===== src/rtl/uart_fifo_wr_arbiter_pkg.sv =====
// uart_fifo_wr_arbiter_pkg: shared arbiter state type and pointer helper
package uart_fifo_wr_arbiter_pkg;
  typedef enum logic {ARB_IDLE, ARB_GRANT} arb_state_e;
  function automatic int rr_next(input int idx, input int n);
    return (idx == n - 1) ? 0 : idx + 1;
  endfunction
endpackage


===== src/rtl/uart_fifo_wr_arbiter_rr_arbiter.sv =====
// rr_arbiter: combinational round-robin pick of the first request at or after ptr_i
module rr_arbiter #(
  parameter int N  = 4,
  parameter int PW = (N > 1) ? $clog2(N) : 1
) (
  input  logic [N-1:0]  req_i,
  input  logic [PW-1:0] ptr_i,
  output logic [N-1:0]  gnt_o,
  output logic          any_o
);
  logic [2*N-1:0] w_dbl;
  logic [2*N-1:0] w_low;
  // Upper copy is unmasked, so the lowest set bit wraps around circularly.
  always_comb begin
    w_dbl = {req_i, req_i} & ({(2*N){1'b1}} << ptr_i);
    w_low = w_dbl & (~w_dbl + (2*N)'(1));
    gnt_o = w_low[N-1:0] | w_low[2*N-1:N];
    any_o = |req_i;
  end
endmodule


===== src/rtl/uart_fifo_wr_arbiter.sv =====
// uart_fifo_wr_arbiter: round-robin burst arbiter sharing one FIFO write port
module uart_fifo_wr_arbiter
  import uart_fifo_wr_arbiter_pkg::*;
#(
  parameter int NUM_REQ    = 4,
  parameter int DATA_WIDTH = 8,
  parameter int MAX_BURST  = 4
) (
  input  logic                          clk_i,
  input  logic                          reset_i,
  input  logic [NUM_REQ-1:0]            req_valid_i,
  input  logic [NUM_REQ-1:0]            req_last_i,
  input  logic [NUM_REQ*DATA_WIDTH-1:0] req_data_i,
  output logic [NUM_REQ-1:0]            req_ready_o,
  input  logic                          fifo_full_i,
  output logic                          fifo_wr_en_o,
  output logic [DATA_WIDTH-1:0]         fifo_data_o,
  output logic [NUM_REQ-1:0]            grant_o,
  output logic                          busy_o
);
  localparam int PW = (NUM_REQ > 1) ? $clog2(NUM_REQ) : 1;
  localparam int CW = $clog2(MAX_BURST + 1);
  arb_state_e r_state, w_state_nxt;
  logic [NUM_REQ-1:0] r_grant, w_grant_nxt, w_rr_gnt;
  logic [PW-1:0] r_rr_ptr, w_rr_ptr_nxt, w_win_idx;
  logic [CW-1:0] r_beat_cnt, w_beat_cnt_nxt;
  logic w_any, w_own_valid, w_own_last, w_burst_end;
  rr_arbiter #(.N(NUM_REQ), .PW(PW)) u_rr (
    .req_i(req_valid_i),
    .ptr_i(r_rr_ptr),
    .gnt_o(w_rr_gnt),
    .any_o(w_any)
  );
  always_comb begin
    w_win_idx   = '0;
    fifo_data_o = '0;
    for (int r = 0; r < NUM_REQ; r++) begin
      if (w_rr_gnt[r]) w_win_idx = PW'(r);
      if (r_grant[r]) fifo_data_o = req_data_i[r*DATA_WIDTH +: DATA_WIDTH];
    end
  end
  // All outputs derive from the registered grant, so an idle grant forces them to zero.
  assign w_own_valid  = |(req_valid_i & r_grant);
  assign w_own_last   = |(req_last_i & r_grant);
  assign fifo_wr_en_o = w_own_valid & ~fifo_full_i;
  assign req_ready_o  = fifo_full_i ? '0 : r_grant;
  assign grant_o      = r_grant;
  assign busy_o       = (r_state == ARB_GRANT);
  assign w_burst_end  = w_own_last | (r_beat_cnt == CW'(MAX_BURST - 1));
  always_comb begin
    w_state_nxt    = r_state;
    w_grant_nxt    = r_grant;
    w_rr_ptr_nxt   = r_rr_ptr;
    w_beat_cnt_nxt = r_beat_cnt;
    if (r_state == ARB_IDLE) begin
      if (w_any) begin
        w_state_nxt    = ARB_GRANT;
        w_grant_nxt    = w_rr_gnt;
        w_rr_ptr_nxt   = PW'(rr_next(int'(w_win_idx), NUM_REQ));
        w_beat_cnt_nxt = '0;
      end
    end else if (!w_own_valid || (fifo_wr_en_o && w_burst_end)) begin
      w_state_nxt    = ARB_IDLE;
      w_grant_nxt    = '0;
      w_beat_cnt_nxt = '0;
    end else if (fifo_wr_en_o) begin
      w_beat_cnt_nxt = r_beat_cnt + CW'(1);
    end
  end
  always_ff @(posedge clk_i or posedge reset_i) begin
    if (reset_i) begin
      r_state    <= ARB_IDLE;
      r_grant    <= '0;
      r_rr_ptr   <= '0;
      r_beat_cnt <= '0;
    end else begin
      r_state    <= w_state_nxt;
      r_grant    <= w_grant_nxt;
      r_rr_ptr   <= w_rr_ptr_nxt;
      r_beat_cnt <= w_beat_cnt_nxt;
    end
  end
  a_grant_onehot: assert property (@(posedge clk_i) disable iff (reset_i) $onehot0(r_grant));
  a_no_wr_full: assert property (@(posedge clk_i) disable iff (reset_i) !(fifo_wr_en_o && fifo_full_i));
endmodule


===== config.mk =====
export PLATFORM = sky130hd
export DESIGN_NAME = uart_fifo_wr_arbiter
export DESIGN_NICKNAME = d
export VERILOG_FILES = /design/src/rtl/uart_fifo_wr_arbiter_pkg.sv /design/src/rtl/uart_fifo_wr_arbiter_rr_arbiter.sv /design/src/rtl/uart_fifo_wr_arbiter.sv
export SDC_FILE = /design/constraint.sdc
export NUM_CORES = 1
export LEC_CHECK = 0
export ABC_CLOCK_PERIOD_IN_PS = 2100
export BUFFER_PORTS_ARGS = -buffer_cell sky130_fd_sc_hd__buf_2
export CAP_MARGIN = 10
export CORE_UTILIZATION = 41
export CTS_CLUSTER_SIZE = 12
export DETAILED_ROUTE_END_ITERATION = 6
export GPL_TIMING_DRIVEN = 0
export PLACE_DENSITY = 0.8
export SYNTH_ARGS = -nofsm -noshare
export SYNTH_HDL_FRONTEND = slang
export SYNTH_SLANG_ARGS = --single-unit

===== constraint.sdc =====
create_clock -name clk_i -period 2.1 [get_ports clk_i]
set_clock_uncertainty 0.15 [all_clocks]
set_input_delay 0.105 -clock clk_i [delete_from_list [all_inputs] [get_ports clk_i]]
set_output_delay 0.105 -clock clk_i [all_outputs]
set_load 0.03 [all_outputs]

==> results of run 1 <==
## cells in the mapped netlist, drive strengths merged (2+ instances only)
cell / number / share of area
buf: 4 / 0.040
inv: 10 / 0.043
and2: 3 / 0.026
a211oi: 2 / 0.028
o211ai: 2 / 0.017
nand2: 8 / 0.034
o31ai: 8 / 0.068
dfrtp: 10 / 0.28
clkbuf: 2 / 0.020
nor2: 17 / 0.076
a22o: 3 / 0.030
a22oi: 2 / 0.038
ha: 2 / 0.028
nand3: 2 / 0.011
o21ai: 7 / 0.040
a21oi: 5 / 0.028
a221oi: 8 / 0.080
## cell usage in the layout, fill, tap and decap left out
| master | n |
|---|---|
| o21ai_0 | 4 |
| o22ai_1 | 1 |
| buf_4 | 1 |
| buf_2 | 59 |
| and2_2 | 1 |
| clkbuf_8 | 2 |
| inv_1 | 10 |
| a221oi_1 | 8 |
| a211oi_2 | 2 |
| clkbuf_4 | 3 |
| dfrtp_1 | 10 |
| and2_1 | 1 |
| nand2_1 | 8 |
| a32o_2 | 1 |
| a222oi_1 | 1 |
| nor2_4 | 1 |
| clkbuf_1 | 1 |
| o211a_1 | 1 |
| o31ai_1 | 8 |
| a31oi_1 | 1 |
| a22oi_2 | 1 |
| dlygate4sd3_1 | 2 |
| a22oi_4 | 1 |
| ha_1 | 2 |
| o21ai_1 | 3 |
| and2_4 | 1 |
| nand3_1 | 2 |
| a2bb2oi_1 | 1 |
| nor2_1 | 16 |
| o21a_1 | 1 |
| or2_4 | 1 |
| a22o_1 | 3 |
| o2111ai_1 | 1 |
| o211ai_1 | 2 |
| clkinv_1 | 1 |
| nor4_2 | 1 |
| buf_6 | 2 |
| a21oi_1 | 5 |
## how the worst min path moves through the flow
stage / cells past startpoint / endpoint / slack, ps
after floorplan: 1 / busy_o / -200
after global placement: 2 / busy_o / -60
after detailed placement: 2 / r_rr_ptr[0] / -50
after CTS: 3 / busy_o / 4
after global routing: 3 / grant_o[2] / 30
final: 3 / grant_o[2] / 20
## flip-flops by register name, indices dropped and copies added, names as in the netlist
| signal | flops |
|---|---|
| r_beat_cnt | 3 |
| r_rr_ptr | 2 |
| busy_o | 1 |
| grant_o | 4 |
## what timing repair did
item                                   in CTS  in global routing
setup endpoints to repair                   0                  8
endpoints found under the hold margin      11                  0
buffers inserted                            0                  0
resized for setup                           0                  1
hold buffers                                2                  0
## per-stage QoR
step | utilization | instance area (um^2) | hold WS [ps]
floorplan | - | 878 | -205
global placement | 0.607 | 1200 | -62.7
detailed placement | 0.607 | 1200 | -54.7
CTS | 0.635 | 1260 | 3.92
global route | 0.638 | 1260 | 31.0
finish | 0.638 | 1260 | 17.0
## per-layer routing
layer / wire [um] / vias to the layer above / share of wire
met2: 1280 / 71 / 0.49
met5: 0 / - / 0
met4: 11 / 0 / 0.0042
met3: 277 / 4 / 0.11
li1: - / 530 / -
met1: 1050 / 497 / 0.40
## cell families after synthesis
| kind of cell | Yosys count | synth area share |
|---|---|---|
| AND/OR/NAND/NOR | 32 | 0.171 |
| flip-flops | 10 | 0.285 |
| buffers and inverters | 17 | 0.107 |
| AO/OA/AOI/OAI | 45 | 0.409 |
| adder cells (fa/ha/maj) | 2 | 0.0285 |
## worst reg2reg max path: stages, from the launching register on
cell and delay (ps):
dfrtp_1 380, buf_6 150, a22oi_4 190, a21oi_1 150, a211oi_2 350, o21ai_0 120
## power breakdown
part / internal, mW / switching [mW]
clock network: 0.105 / 0.0712
logic: 0.437 / 0.820
registers: 0.257 / 0.0776
## cell type report
cell class              instances  area [um^2]
well taps                      27         33.8
fillers                       188          718
inverters                      11         41.3
repair buffers                 60          310
plain buffers                   6         52.6
multi-input cells              79          539
clock buffers                   4         36.3
flip-flops and latches         10          250
==> summary.txt, run 1 <==
GRT
  • Most Used Layer, Global Route: met2
  • Initial antenna violation count: 0
  • Largest net degree at the start of global routing: 11
  • GRT Util Overall: 0.218
  • Grt met2 use: 0.381
  • First-pass GRT wire length: 3.55 mm
  • GR Util met3: 0.0148
  • Vias in the first global route: 869
  • GRT overflow: 0
  • Met1 global-route usage: 0.268

Setup path
  • Setup crit end kind: output port
  • Max incr delay on CP: 430 ps
  • Crit path depth: 5
  • CP max-delay cell: dfrtp_1
  • CP Data Required Time: 1850 ps
  • Arrival time worst endpoint: 1700 ps
  • R2R depth: 5
  • Worst path cell trace: buf_2, nor2_4, a221oi_1, o31ai_1, buf_2
  • CP bufs+invs: 2
  • Crit Path Class: reg -> out
  • Reg2reg start: grant_o[3]
  • Reg-to-reg endpoint: grant_o[3]
  • Crit. Startpoint: grant_o[1]
  • Cell repeated most along the worst path: buf_2
  • Reg-to-reg slack, setup: 480 ps
  • Critical Path Fanout Max: 10
  • Worst setup endpoint: fifo_data_o[7]
  • CP delay by family, top: buffers and inverters
  • CP Launch Type: register

Synthesis
  • Post-Syn Area: 878 um^2
  • Ys async rst share: 1.00
  • Post-synth EDFFs: 0
  • Synth Warn #: 0
  • Count of unique library cells instantiated by Yosys: 36
  • Sequential share of the synthesized area: 0.285
  • Syn_nets: 151
  • Gate Count Post-Synth: 106
  • Syn avg cell area: 8.29 um^2
  • Synth Flop Type: dfrtp_1
  • Seq cells post-synth: 10

Status
  • Outcome: complete, no violations

Detailed routing
  • Remaining DRCs: 0
  • Final Routed Wirelength: 2.62 mm
  • Final antenna-violating net count: 0
  • TritonRoute pass-1 iters: 4
  • Drt via density: 5.59
  • Routed len/inst: 13.3 um
  • DR iter-0 viols: 31
  • Routed via count: 1102

Floorplan
  • Die ar.: 2330 um^2
  • IO Pins: 61
  • Core area: 1980 um^2
  • Initial core utilization: 0.443
  • Chip width: 48.3 um
  • Row Count: 16
  • Die Span Y: 48.3 um

Finish
  • Antenna cells: 0
  • Filler-free cell count of the finished design: 197
  • Layout cells sized above 1: 0.453
  • Final #Nets: 216
  • Area Growth Syn to Fin: 43.9%

Worst hold path
  • HP Start: req_valid_i[2]
  • HP Class: in -> reg

Placed design
  • GP Congestion: 0.852
  • Placed Instances: 191
  • IO buf count: 58
  • DP HPWL: 2.09 mm
  • Pre-CTS WS: 345 ps

STA
  • Setup TNS: 0 ps
  • Worst-margin pin slew: 380 ps
  • RSZ-0062 raised after global routing: false
  • Maximum clock frequency: 512 MHz
  • Final hold vios: 0
  • Final worst-path setup slack: 148 ps
  • Tmin final: 1950 ps
  • Tcrit/Tclk final: 0.930
  • Relative slew slack: 0.747
  • Final setup viols: 0
  • Max-slew violation count: 0

CTS
  • CTS tree: built
  • Clk Latency, worst-skew pair: 270 ps
  • CTS buffer count: 3
  • Max Buffers Root-to-Sink: 2
  • H-tree levels: 1
  • Sink Count: 10
  • Root buf cell: clkbuf_4
  • Clk slew on worst S/H paths: 70 ps

Power
  • Peak VDD IR: 0.843 mV
  • P per Cell Area: 1400 nW/um^2
  • Static Leak: 0.652 nW
  • Total power: 1.77 mW

Run
  • Max Cap Viol: 0
(Power assumes the default switching activity.)
==> run 2, diff against run 1 <==
--- a/config.mk
+++ b/config.mk
@@ -12,7 +12,7 @@
 export CTS_CLUSTER_SIZE = 12
 export DETAILED_ROUTE_END_ITERATION = 6
 export GPL_TIMING_DRIVEN = 0
-export PLACE_DENSITY = 0.8
+export PLACE_DENSITY_LB_ADDON = 0.05
 export SYNTH_ARGS = -nofsm -noshare
 export SYNTH_HDL_FRONTEND = slang
 export SYNTH_SLANG_ARGS = --single-unit
==> summary.txt, run 2 (same netlist as run 1, synthesis figures left out) <==
Status
  • Outcome: finished with violations
  • Failing checks: hold timing

CTS
  • CTS buffer count: 3 (unchanged)
  • Max Buffers Root-to-Sink: 2 (unchanged)
  • Root buf cell: clkbuf_4
  • Clk Latency, worst-skew pair: 270 ps (about the same)
  • Setup Buffers After CTS: 0 (unchanged)
  • Sink Count: 10 (unchanged)
  • H-tree levels: 1 (unchanged)
  • Clk slew on worst S/H paths: 70 ps (about the same)
  • CTS tree: built

Finish
  • Commonest non-fill, non-tap cell in the layout: buf_2
  • Layout cells sized above 1: 0.456 (+0.00268)
  • Filler-free cell count of the finished design: 196 (-0.51%)
  • Final #Nets: 215 (-0.46%)
  • Commonest cells after routing, fill and taps aside: buf_2 (59), nor2_1 (16), inv_1 (10), dfrtp_1 (10)
  • Antenna cells: 0 (unchanged)
  • Max reg flops: 4 (unchanged)
  • Area Growth Syn to Fin: 42.7%

STA
  • Tcrit/Tclk final: 0.918 (-0.0112)
  • Maximum clock frequency: 518 MHz (+1.2%)
  • Worst-margin pin slew: 421 ps (+41.5 ps)
  • Setup TNS: 0 ps (unchanged)
  • Final setup viols: 0 (unchanged)
  • Max-slew violation count: 0 (unchanged)
  • Final hold vios: 1 (+1)
  • Tmin final: 1930 ps (-23.5 ps)
  • Relative slew slack: 0.719 (-0.0277)
  • RSZ-0062 raised after global routing: false
  • Worst hold margin: -1.55 ps (-18.5 ps)

GRT
  • Vias in the first global route: 783 (-9.9%)
  • Largest net degree at the start of global routing: 11 (unchanged)
  • Initial antenna violation count: 0 (unchanged)
  • GRT overflow: 0 (unchanged)
  • First-pass GRT wire length: 3.26 mm (-8.4%)
  • GRT Util Overall: 0.201 (-0.0171)

Setup path
  • Worst path cell trace: buf_2, nor2_4, a221oi_1, o31ai_1, buf_2
  • CP delay by family, top: buffers and inverters
  • CP max-delay cell: dfrtp_1
  • Crit. Startpoint: grant_o[1]
  • Reg2reg start: grant_o[3]
  • CP Data Required Time: 1850 ps (about the same)
  • Arrival time worst endpoint: 1670 ps (-30 ps)
  • Setup crit end kind: output port
  • Cell repeated most along the worst path: buf_2
  • Critical Path Fanout Max: 10 (unchanged)
  • Crit Path Class: reg -> out
  • CP Launch Type: register
  • Max incr delay on CP: 420 ps (about the same)
  • CP bufs+invs: 2 (unchanged)

Detailed routing
  • Drt via density: 5.48 (-2.0%)
  • Final antenna-violating net count: 0 (unchanged)
  • Final Routed Wirelength: 2.49 mm (-4.7%)
  • DR iter-0 viols: 14 (-55%)
  • Routed via count: 1074 (-2.5%)
  • TritonRoute pass-1 iters: 5 (+1)
  • Routed len/inst: 12.7 um (-4.3%)
  • Remaining DRCs: 0 (unchanged)

Power
  • Static Leak: 0.648 nW (-0.64%)
  • Total power: 1.76 mW (-0.44%)
  • Peak VDD IR: 0.634 mV (-25%)
  • P per Cell Area: 1400 nW/um^2 (+0.35%)

Floorplan
  • IO Pins: 61 (unchanged)
  • Core area: 1980 um^2 (unchanged)
  • Die ar.: 2330 um^2 (unchanged)
  • Initial core utilization: 0.443 (unchanged)
  • Chip width: 48.3 um (unchanged)
  • Row Count: 16 (unchanged)
  • Die Span Y: 48.3 um (unchanged)

Placed design
  • IO buf count: 58 (unchanged)
  • GP Congestion: 0.826 (-3.1%)
  • Placed Instances: 191 (unchanged)
  • DP HPWL: 1.99 mm (-4.7%)

Worst hold path
  • HP Class: in -> reg
  • HP Start: req_valid_i[2]

Run
  • Max Cap Viol: 0 (unchanged)
[run 2: layer usage]
layer  vias up  routed length (um)  track usage
met3         2                 222       0.0407
li1        526                   -            -
met4         0                  14       0.0500
met1       491                1090        0.232
met2        55                1160        0.373
met5         -                   0            0
[run 2: metrics by stage]
step / hold WS, ps / util / instance area (um^2) / worst slack [ps]
3_3_place_gp: -53.0 / 0.607 / 1200 / 353
2_1_floorplan: -205 / - / 878 / 15.8
3_5_place_dp: -48.6 / 0.607 / 1200 / 360
6_report: -1.55 / 0.633 / 1250 / 171
5_1_grt: 3.45 / 0.633 / 1250 / 46.7
4_1_cts: 0.709 / 0.630 / 1250 / 63.8
[run 2: worst min-delay path: stages]
cell and delay [ps]:
buf_6 120, nand3_1 90, o21ai_1 70
[run 2: repair_timing]
action                                  CTS  global route
hold buffers                              1             0
resized for setup                         0             1
hold endpoints to repair                 10             0
endpoints found under the setup margin    0             7
[run 2: path summary, 6_finish.rpt]
kind,endpoint,cells after the start,slack [ps]
hold reg to reg,r_beat_cnt[1],1,350
setup reg to reg,r_beat_cnt[0],5,510
max in group asynchronous,r_beat_cnt[2],3,1330
hold / removal,grant_o[2],3,-2
min in group asynchronous,grant_o[1],3,190
setup / recovery,fifo_data_o[1],5,170
[run 2: power by group]
group | internal [mW] | total, mW | switching [mW]
Clock | 0.105 | 0.176 | 0.0704
Sequential | 0.257 | 0.335 | 0.0780
Combinational | 0.436 | 1.25 | 0.813
Total | 0.798 | 1.76 | 0.961
[run 2: area by class of cell]
cell class	instances	area (um^2)
multi-input cells	79	539
flip-flops and latches	10	250
plain buffers	6	52.6
clock buffers	4	36.3
repair buffers	59	300
inverters	11	41.3
fillers	196	728
well taps	27	33.8
